[src/rtl/mem_arb_pkg.sv]
// rtl/mem_arb_pkg.sv - shared state and grant encodings for the memory port arbiter
package mem_arb_pkg;

    typedef enum logic [1:0] {
        IDLE = 2'd0,
        REQ  = 2'd1,
        WAIT = 2'd2
    } arb_state_t;

    typedef enum logic [1:0] {
        GNT_NONE = 2'd0,
        GNT_IF   = 2'd1,
        GNT_LSU  = 2'd2
    } gnt_t;

endpackage

[src/rtl/mem_arb_pick.sv]
// rtl/mem_arb_pick.sv - combinational winner select between IF and LSU requests
//
// Ports:
//   if_valid   in   IF request pending
//   lsu_valid  in   LSU request pending
//   last_lsu   in   last grant went to LSU (only with MEM_ARB_RR_EN)
//   pick_if    out  IF wins this cycle
//   pick_lsu   out  LSU wins this cycle
//
// Macro MEM_ARB_RR_EN: ties alternate based on last_lsu; otherwise LSU always wins ties.
module mem_arb_pick (
    input  logic if_valid,
    input  logic lsu_valid,
`ifdef MEM_ARB_RR_EN
    input  logic last_lsu,
`endif
    output logic pick_if,
    output logic pick_lsu
);

    always_comb begin
        pick_if  = 1'b0;
        pick_lsu = 1'b0;
        if (if_valid && lsu_valid) begin
`ifdef MEM_ARB_RR_EN
            // Tie goes to whichever side did not receive the previous grant.
            if (last_lsu) begin
                pick_if = 1'b1;
            end else begin
                pick_lsu = 1'b1;
            end
`else
            pick_lsu = 1'b1;
`endif
        end else begin
            pick_if  = if_valid;
            pick_lsu = lsu_valid;
        end
    end

endmodule

[src/rtl/mem_arbiter.sv]
// rtl/mem_arbiter.sv - single-outstanding arbiter sharing one memory port between IF and LSU
//
// Ports:
//   clk, rst                         clock, synchronous active-high reset
//   if_req_valid/if_req_ready        IF read request handshake, if_addr
//   if_resp_valid/if_rdata           IF response pulse and data
//   lsu_req_valid/lsu_req_ready      LSU request handshake, lsu_addr/wen/wdata/wmask
//   lsu_resp_valid/lsu_rdata         LSU response pulse, data (0 for store ack)
//   mem_req_valid/mem_req_ready      downstream request handshake, latched mem_addr/wen/wdata/wmask
//   mem_resp_valid/mem_rdata         downstream response
//
// Macro MEM_ARB_RR_EN: round-robin tie breaking; undefined gives fixed LSU priority.
module mem_arbiter
    import mem_arb_pkg::*;
#(
    parameter int AW = 64,
    parameter int DW = 64,
    parameter int MW = DW / 8
) (
    input  logic          clk,
    input  logic          rst,
    input  logic          if_req_valid,
    output logic          if_req_ready,
    input  logic [AW-1:0] if_addr,
    output logic          if_resp_valid,
    output logic [DW-1:0] if_rdata,
    input  logic          lsu_req_valid,
    output logic          lsu_req_ready,
    input  logic [AW-1:0] lsu_addr,
    input  logic          lsu_wen,
    input  logic [DW-1:0] lsu_wdata,
    input  logic [MW-1:0] lsu_wmask,
    output logic          lsu_resp_valid,
    output logic [DW-1:0] lsu_rdata,
    output logic          mem_req_valid,
    input  logic          mem_req_ready,
    output logic [AW-1:0] mem_addr,
    output logic          mem_wen,
    output logic [DW-1:0] mem_wdata,
    output logic [MW-1:0] mem_wmask,
    input  logic          mem_resp_valid,
    input  logic [DW-1:0] mem_rdata
);

    arb_state_t    state_q, state_d;
    gnt_t          grant_q, grant_d;
    logic [AW-1:0] addr_q,  addr_d;
    logic          wen_q,   wen_d;
    logic [DW-1:0] wdata_q, wdata_d;
    logic [MW-1:0] wmask_q, wmask_d;

    logic pick_if, pick_lsu;
    logic idle_accept;
    logic resp_fire;

`ifdef MEM_ARB_RR_EN
    logic last_lsu_q, last_lsu_d;
`endif

    mem_arb_pick u_pick (
        .if_valid  (if_req_valid),
        .lsu_valid (lsu_req_valid),
`ifdef MEM_ARB_RR_EN
        .last_lsu  (last_lsu_q),
`endif
        .pick_if   (pick_if),
        .pick_lsu  (pick_lsu)
    );

    // Handshake outputs are masked by rst so nothing downstream or upstream
    // sees a transfer in a cycle that is being reset.
    assign idle_accept   = (state_q == IDLE) && !rst;
    assign resp_fire     = (state_q == WAIT) && mem_resp_valid && !rst;

    assign if_req_ready  = idle_accept && pick_if;
    assign lsu_req_ready = idle_accept && pick_lsu;

    assign mem_req_valid = (state_q == REQ) && !rst;
    assign mem_addr      = addr_q;
    assign mem_wen       = wen_q;
    assign mem_wdata     = wdata_q;
    assign mem_wmask     = wmask_q;

    assign if_resp_valid  = resp_fire && (grant_q == GNT_IF);
    assign lsu_resp_valid = resp_fire && (grant_q == GNT_LSU);
    assign if_rdata       = if_resp_valid ? mem_rdata : '0;
    assign lsu_rdata      = (lsu_resp_valid && !wen_q) ? mem_rdata : '0;

    always_comb begin
        state_d = state_q;
        grant_d = grant_q;
        addr_d  = addr_q;
        wen_d   = wen_q;
        wdata_d = wdata_q;
        wmask_d = wmask_q;
        case (state_q)
            IDLE: begin
                if (pick_if) begin
                    grant_d = GNT_IF;
                    addr_d  = if_addr;
                    wen_d   = 1'b0;
                    wdata_d = '0;
                    wmask_d = '0;
                    state_d = REQ;
                end else if (pick_lsu) begin
                    grant_d = GNT_LSU;
                    addr_d  = lsu_addr;
                    wen_d   = lsu_wen;
                    wdata_d = lsu_wdata;
                    wmask_d = lsu_wmask;
                    state_d = REQ;
                end
            end
            REQ: begin
                if (mem_req_ready) begin
                    state_d = WAIT;
                end
            end
            WAIT: begin
                if (mem_resp_valid) begin
                    grant_d = GNT_NONE;
                    state_d = IDLE;
                end
            end
            default: begin
                grant_d = GNT_NONE;
                state_d = IDLE;
            end
        endcase
    end

    always_ff @(posedge clk) begin
        if (rst) begin
            state_q <= IDLE;
            grant_q <= GNT_NONE;
            addr_q  <= '0;
            wen_q   <= 1'b0;
            wdata_q <= '0;
            wmask_q <= '0;
        end else begin
            state_q <= state_d;
            grant_q <= grant_d;
            addr_q  <= addr_d;
            wen_q   <= wen_d;
            wdata_q <= wdata_d;
            wmask_q <= wmask_d;
        end
    end

`ifdef MEM_ARB_RR_EN
    // Pointer moves on every accepted request, not only on ties.
    always_comb begin
        last_lsu_d = last_lsu_q;
        if (if_req_ready) begin
            last_lsu_d = 1'b0;
        end else if (lsu_req_ready) begin
            last_lsu_d = 1'b1;
        end
    end

    always_ff @(posedge clk) begin
        if (rst) begin
            last_lsu_q <= 1'b0;
        end else begin
            last_lsu_q <= last_lsu_d;
        end
    end
`endif

endmodule

[config.mk]
export PLATFORM = sky130hd
export DESIGN_NAME = mem_arbiter
export DESIGN_NICKNAME = d
export VERILOG_FILES = /design/src/rtl/mem_arb_pkg.sv /design/src/rtl/mem_arb_pick.sv /design/src/rtl/mem_arbiter.sv
export SDC_FILE = /design/constraint.sdc
export NUM_CORES = 1
export LEC_CHECK = 0
export ABC_AREA = 1
export CORE_AREA = 5 5 206 208
export DETAILED_ROUTE_END_ITERATION = 12
export DIE_AREA = 0 0 211 213
export PLACE_DENSITY = 0.46
export REMOVE_ABC_BUFFERS = 1
export SYNTH_ARGS = -nofsm -noshare
export SYNTH_HDL_FRONTEND = slang
export SYNTH_SLANG_ARGS = --single-unit
[constraint.sdc]
create_clock -name clk -period 1.4 [get_ports clk]
set_input_delay 0.21 -clock clk [delete_from_list [all_inputs] [get_ports clk]]
set_output_delay 0.21 -clock clk [all_outputs]
set_load 0.02 [all_outputs]
# Word level (Yosys, flattened, before mapping)
# Index checks and enable logic that the tools add are counted.
# classes
eq_ne	7
n_mux	20
bitwise	1
n_reduce_logical	17
# op_table
op	count
$mux W64	6
$mux W8	2
$mux W2	6
$pmux W2 S3	2
$logic_and A1 B1 Y1	10
$reduce_and A3 Y1	2
$eq A2 B1 Y1 const B	2
$eq A2 B2 Y1 const B	2
$mux W1	4
$ne A2 B2 Y1 const B	2
$ne A3 B3 Y1 const B	1
$logic_not A1 Y1	2
$logic_not A2 Y1	1
$reduce_and A2 Y1	1
$reduce_bool A2 Y1	1
$not A1 Y1	1
# word_totals
ff_bits	141
input_bits	271
output_inout_bits	270
word_cells	51

# Longest topological paths before layout
# logic_depth
word_depth	6
ltp_mapped	8
ltp_nobuf	7

# Cells and area by module
# Synthesis repeated with hierarchy kept, for this count alone.
# unflattened
cells_unflattened	1050
hier_area_um2	6792.8
# modules_own_cells
module	instances	cells_per_inst	area_per_inst_um2	seq_area_each_um2
mem_arbiter	1	1047	6781.5	2822.7
mem_arb_pick	1	3	11.3	0.0

# Worst setup path after synthesis
# OpenSTA, ideal clock, no wires.
# synth_timing
path_type	register to output
startpoint	register state_q[1]
endpoint	output lsu_rdata[13]
t_arrival_ns	1.268
required_ns	1.190
slack_ns	-0.078
path_stages_with_launch	7
n_path_buf	2
path_cell_list	dfxtp_1 nand3_1 nor2_2 nand3b_1 buf_4 buf_6 nor2_1
# synth_via
elab_chain_cells	6
# synth_lines
element	line_no	source
from (decl)	mem_arbiter.sv:45	arb_state_t state_q, state_d;
from (signal assigned)	mem_arbiter.sv:141	state_q <= state_d;
$eq A2 B2 Y1	mem_arbiter.sv:73	assign resp_fire = (state_q == WAIT) && mem_resp_valid && !rst;
$logic_and A1 B1 Y1 (2 in series)	mem_arbiter.sv:73	
$logic_and A1 B1 Y1	mem_arbiter.sv:85	assign lsu_resp_valid = resp_fire && (grant_q == GNT_LSU);
$logic_and A1 B1 Y1	mem_arbiter.sv:87	assign lsu_rdata = (lsu_resp_valid && !wen_q) ? mem_rdata : '0;
$mux W64	mem_arbiter.sv:87	
to (decl)	mem_arbiter.sv:34	output logic [DW-1:0] lsu_rdata,
# Every way passes these cells.

# Worst setup path in the final report
# layout_timing
startpoint	register state_q[0]
endpoint	output if_rdata[4]
# layout_via
elab_chain_cells	5
# layout_lines
element	line_no	source
$eq A2 B2 Y1	mem_arbiter.sv:73	
$logic_and A1 B1 Y1 (2 in series)	mem_arbiter.sv:73	
$logic_and A1 B1 Y1	mem_arbiter.sv:84	assign if_resp_valid = resp_fire && (grant_q == GNT_IF);
$mux W64	mem_arbiter.sv:86	assign if_rdata = if_resp_valid ? mem_rdata : '0;
to (decl)	mem_arbiter.sv:26	output logic [DW-1:0] if_rdata,
# Every way passes these cells.

==> out/metrics.cfg <==
[outcome]
run_status = finished with violations
violations = setup timing

[clock_tree]
numCtsBuffers = 17
htreeDepth = 4
clock_latency_ns = 0.43
cts_buffer_depth = 2
cts.sink_count = 141
clkTransAtPathRegs_ns = 0.07
cts_tree = built
ctsHoldBuffers = 0
cts-root-buf = clkbuf_16

[yosys]
ys_types = 18
synth.top_cells.by_area = dfxtp_1, nand2_1, nor2_1
ys_ff_latch = 141
synth_compound_area_frac = 0.0473
synthCells = 1117
synth_top_family_by_area = simple AND/OR/NAND/NOR gates
netlist.area_leader.share = 0.398
synth-simple-area-share = 0.406
yosys.area_share.adder = 0
netlist_area_um2 = 7090
postSynthAreaPerCell_um2 = 6.34
ys_warn_count = 0
synth_top_area_cell = dfxtp_1
yosysSeqAreaShare = 0.398
synthMuxAreaShare = 0
synthXorXnorAreaFrac = 0

[worst_hold_path]
min-delay-start = rst
hp-class = primary input to flop

[place]
place_area_um2 = 13300
port_buffers = 540
dp_hpwl_um = 29400
gp_congestion = 0.961

[sta]
setup_slack_ns = -0.582
setup_tns_ns = -82.98
setup_viol = 260
hold_viol = 0
slew_viol_final = 0
max_slew_margin = 0.666
rsz0062_at_grt = true
max_slew.worst_pin.slew_ns = 0.499
hold_ws_ns = 0.191
fin_skew_ns = 0.00879
fin_crit_sh = 1.42
min_period_ns = 1.98
fmax_mhz = 505

[route]
finalWirelength_um = 41400
drt-initial-drc-count = 368
drtPass1Iterations = 5
wl_per_cell_um = 18.3
vias = 9106
drc = 0
viasPerCell = 4.02
ant_nets = 0

[worst_setup_path]
critPathBufInv = 5
required_ns = 1.19
critPathLaunchType = flop
startpoint = state_q[0]$_SDFFE_PP0P_
cp_max_fo = 10
cp_slowest_stage_delay_ns = 0.32
cp_top_family = buffers and inverters
critPathSlowestCell = dfxtp_2
crit_top_cell = buf_4
cp_data_arrival_time_ns = 1.77
cp-end-kind = output pin
worstReg2RegStart = state_q[0]$_SDFFE_PP0P_
crit_type = flop to output pin
path_cells = inv_2, nand3_2, nor2_4, buf_4, nand3_4, buf_12, clkbuf_16, nor2_1, buf_4

[grt]
grt_max_degree = 68
grt_pass1_wl_um = 52400
grt.total_usage = 0.152
globalRouteOverflowTotal = 0
grt_pass1_vias = 8580
grt_antenna_before_repair = 7

[layout]
area_growth_pct = 129
fillers = 4138
layout_common_cells = nand2_1, clkdlybuf4s50_1, nor2_1
fin_util = 0.402
layout_commonest_cell = nand2_1
nets = 1987
final_area_um2 = 16200
drive_above_1_share = 0.253

[floorplan]
die_area_um2 = 44900
num_rows = 74
fp.dieH_um = 213
pin_count = 541
die_w_um = 211
coreArea_um2 = 40400
start_util = 0.176

[power]
switchingPower_mw = 5.31
p_sw_frac = 0.350
p_int_mw = 9.88
powerDensity_nw_per_um2 = 937
pwr-share-comb = 0.393
pwr-share-clk = 0.291
p_seq_frac = 0.316
peakVddDrop_uv = 586
leakagePower_nw = 9.47
p_total_mw = 15.2

[run]
cap_viol_max_count = 0

==> repair_timing <==
action	in CTS	in global routing
setup buffers	8	13
pin swaps	0	13
cloned	5	34
resized for setup	646	502
setup endpoints to repair	376	403
==> cell families (layout without fill, tap and decap cells) <==
kind of cell	after synthesis	in the layout
buf+inv	215	824
other cells	0	5
simple gates	694	694
flops	141	141
compound gates	67	69
==> registers in the layout (all words and copies together), names as in the netlist <==
signal and flops:
mem_wmask 8, mem_addr 64, state_q 2, mem_wen 1, mem_wdata 64, grant_q 2
==> synthesized netlist by cell type, drive strengths merged <==
| master | n |
|---|---|
| dfxtp | 141 |
| a21oi | 2 |
| buf | 64 |
| nand3 | 84 |
| o21ai | 65 |
| clkbuf | 8 |
| nor3 | 1 |
| inv | 143 |
| nand3b | 1 |
| nand2 | 283 |
| nor2 | 325 |
==> per-layer routing <==
metal / vias up / GRT usage / routed length (µm)
met5: - / 0 / 13
met4: 2 / 0.0713 / 1410
met3: 66 / 0.0429 / 2890
met1: 4138 / 0.161 / 15400
li1: 4545 / - / -
met2: 355 / 0.280 / 21700
==> worst paths after layout <==
check	endpoint	slack, ns	cells past startpoint
min reg2reg	mem_wdata[63]$_SDFFE_PP0P_	0.46	2
max	if_rdata[4]	-0.58	9
max reg2reg	mem_addr[60]$_SDFFE_PP0P_	-0.28	11
min	state_q[0]$_SDFFE_PP0P_	0.19	3
==> power by group through the flow <==
| stage | Clock [mW] | Combinational, mW | Sequential [mW] |
|---|---|---|---|
| floorplan | 0 | 1.35 | 5.51 |
| global route | 4.76 | 6.41 | 4.86 |
| finish | 4.43 | 5.97 | 4.79 |
| global placement | 0 | 4.75 | 4.87 |
| CTS | 4.59 | 4.81 | 4.81 |
| detailed placement | 0 | 4.74 | 4.89 |
==> area by class of cell <==
cell class	instances	area (µm²)	area share
Antenna cell	5	12.5	0.000772
Clock buffer	17	425	0.0262
Clock inverter	14	126	0.00780
Inverter	143	547	0.0337
Multi-Input combinational cell	763	4000	0.247
Sequential cell	141	2830	0.174
Tap cell	532	666	0.0411
Timing Repair Buffer	650	7610	0.470
==> worst reg2reg max path, cell delays in order (launching register included) <==
cell and delay (ns):
dfxtp_2 0.32, buf_4 0.15, nor2_4 0.15, buf_6 0.13, inv_2 0.04, nor2_4 0.09, buf_12 0.14, buf_12 0.14
buf_12 0.13, clkbuf_16 0.14, o21ai_0 0.07, nor2_1 0.11
==> per-stage QoR <==
step                      std cells  worst slack (ns)
after global routing           2265            -0.695
after floorplan                1045             -2.87
final                          2265            -0.582
after global placement         2172            -0.920
after CTS                      2216            -0.635
after detailed placement       2172            -0.918
(Power assumes the default switching activity.)
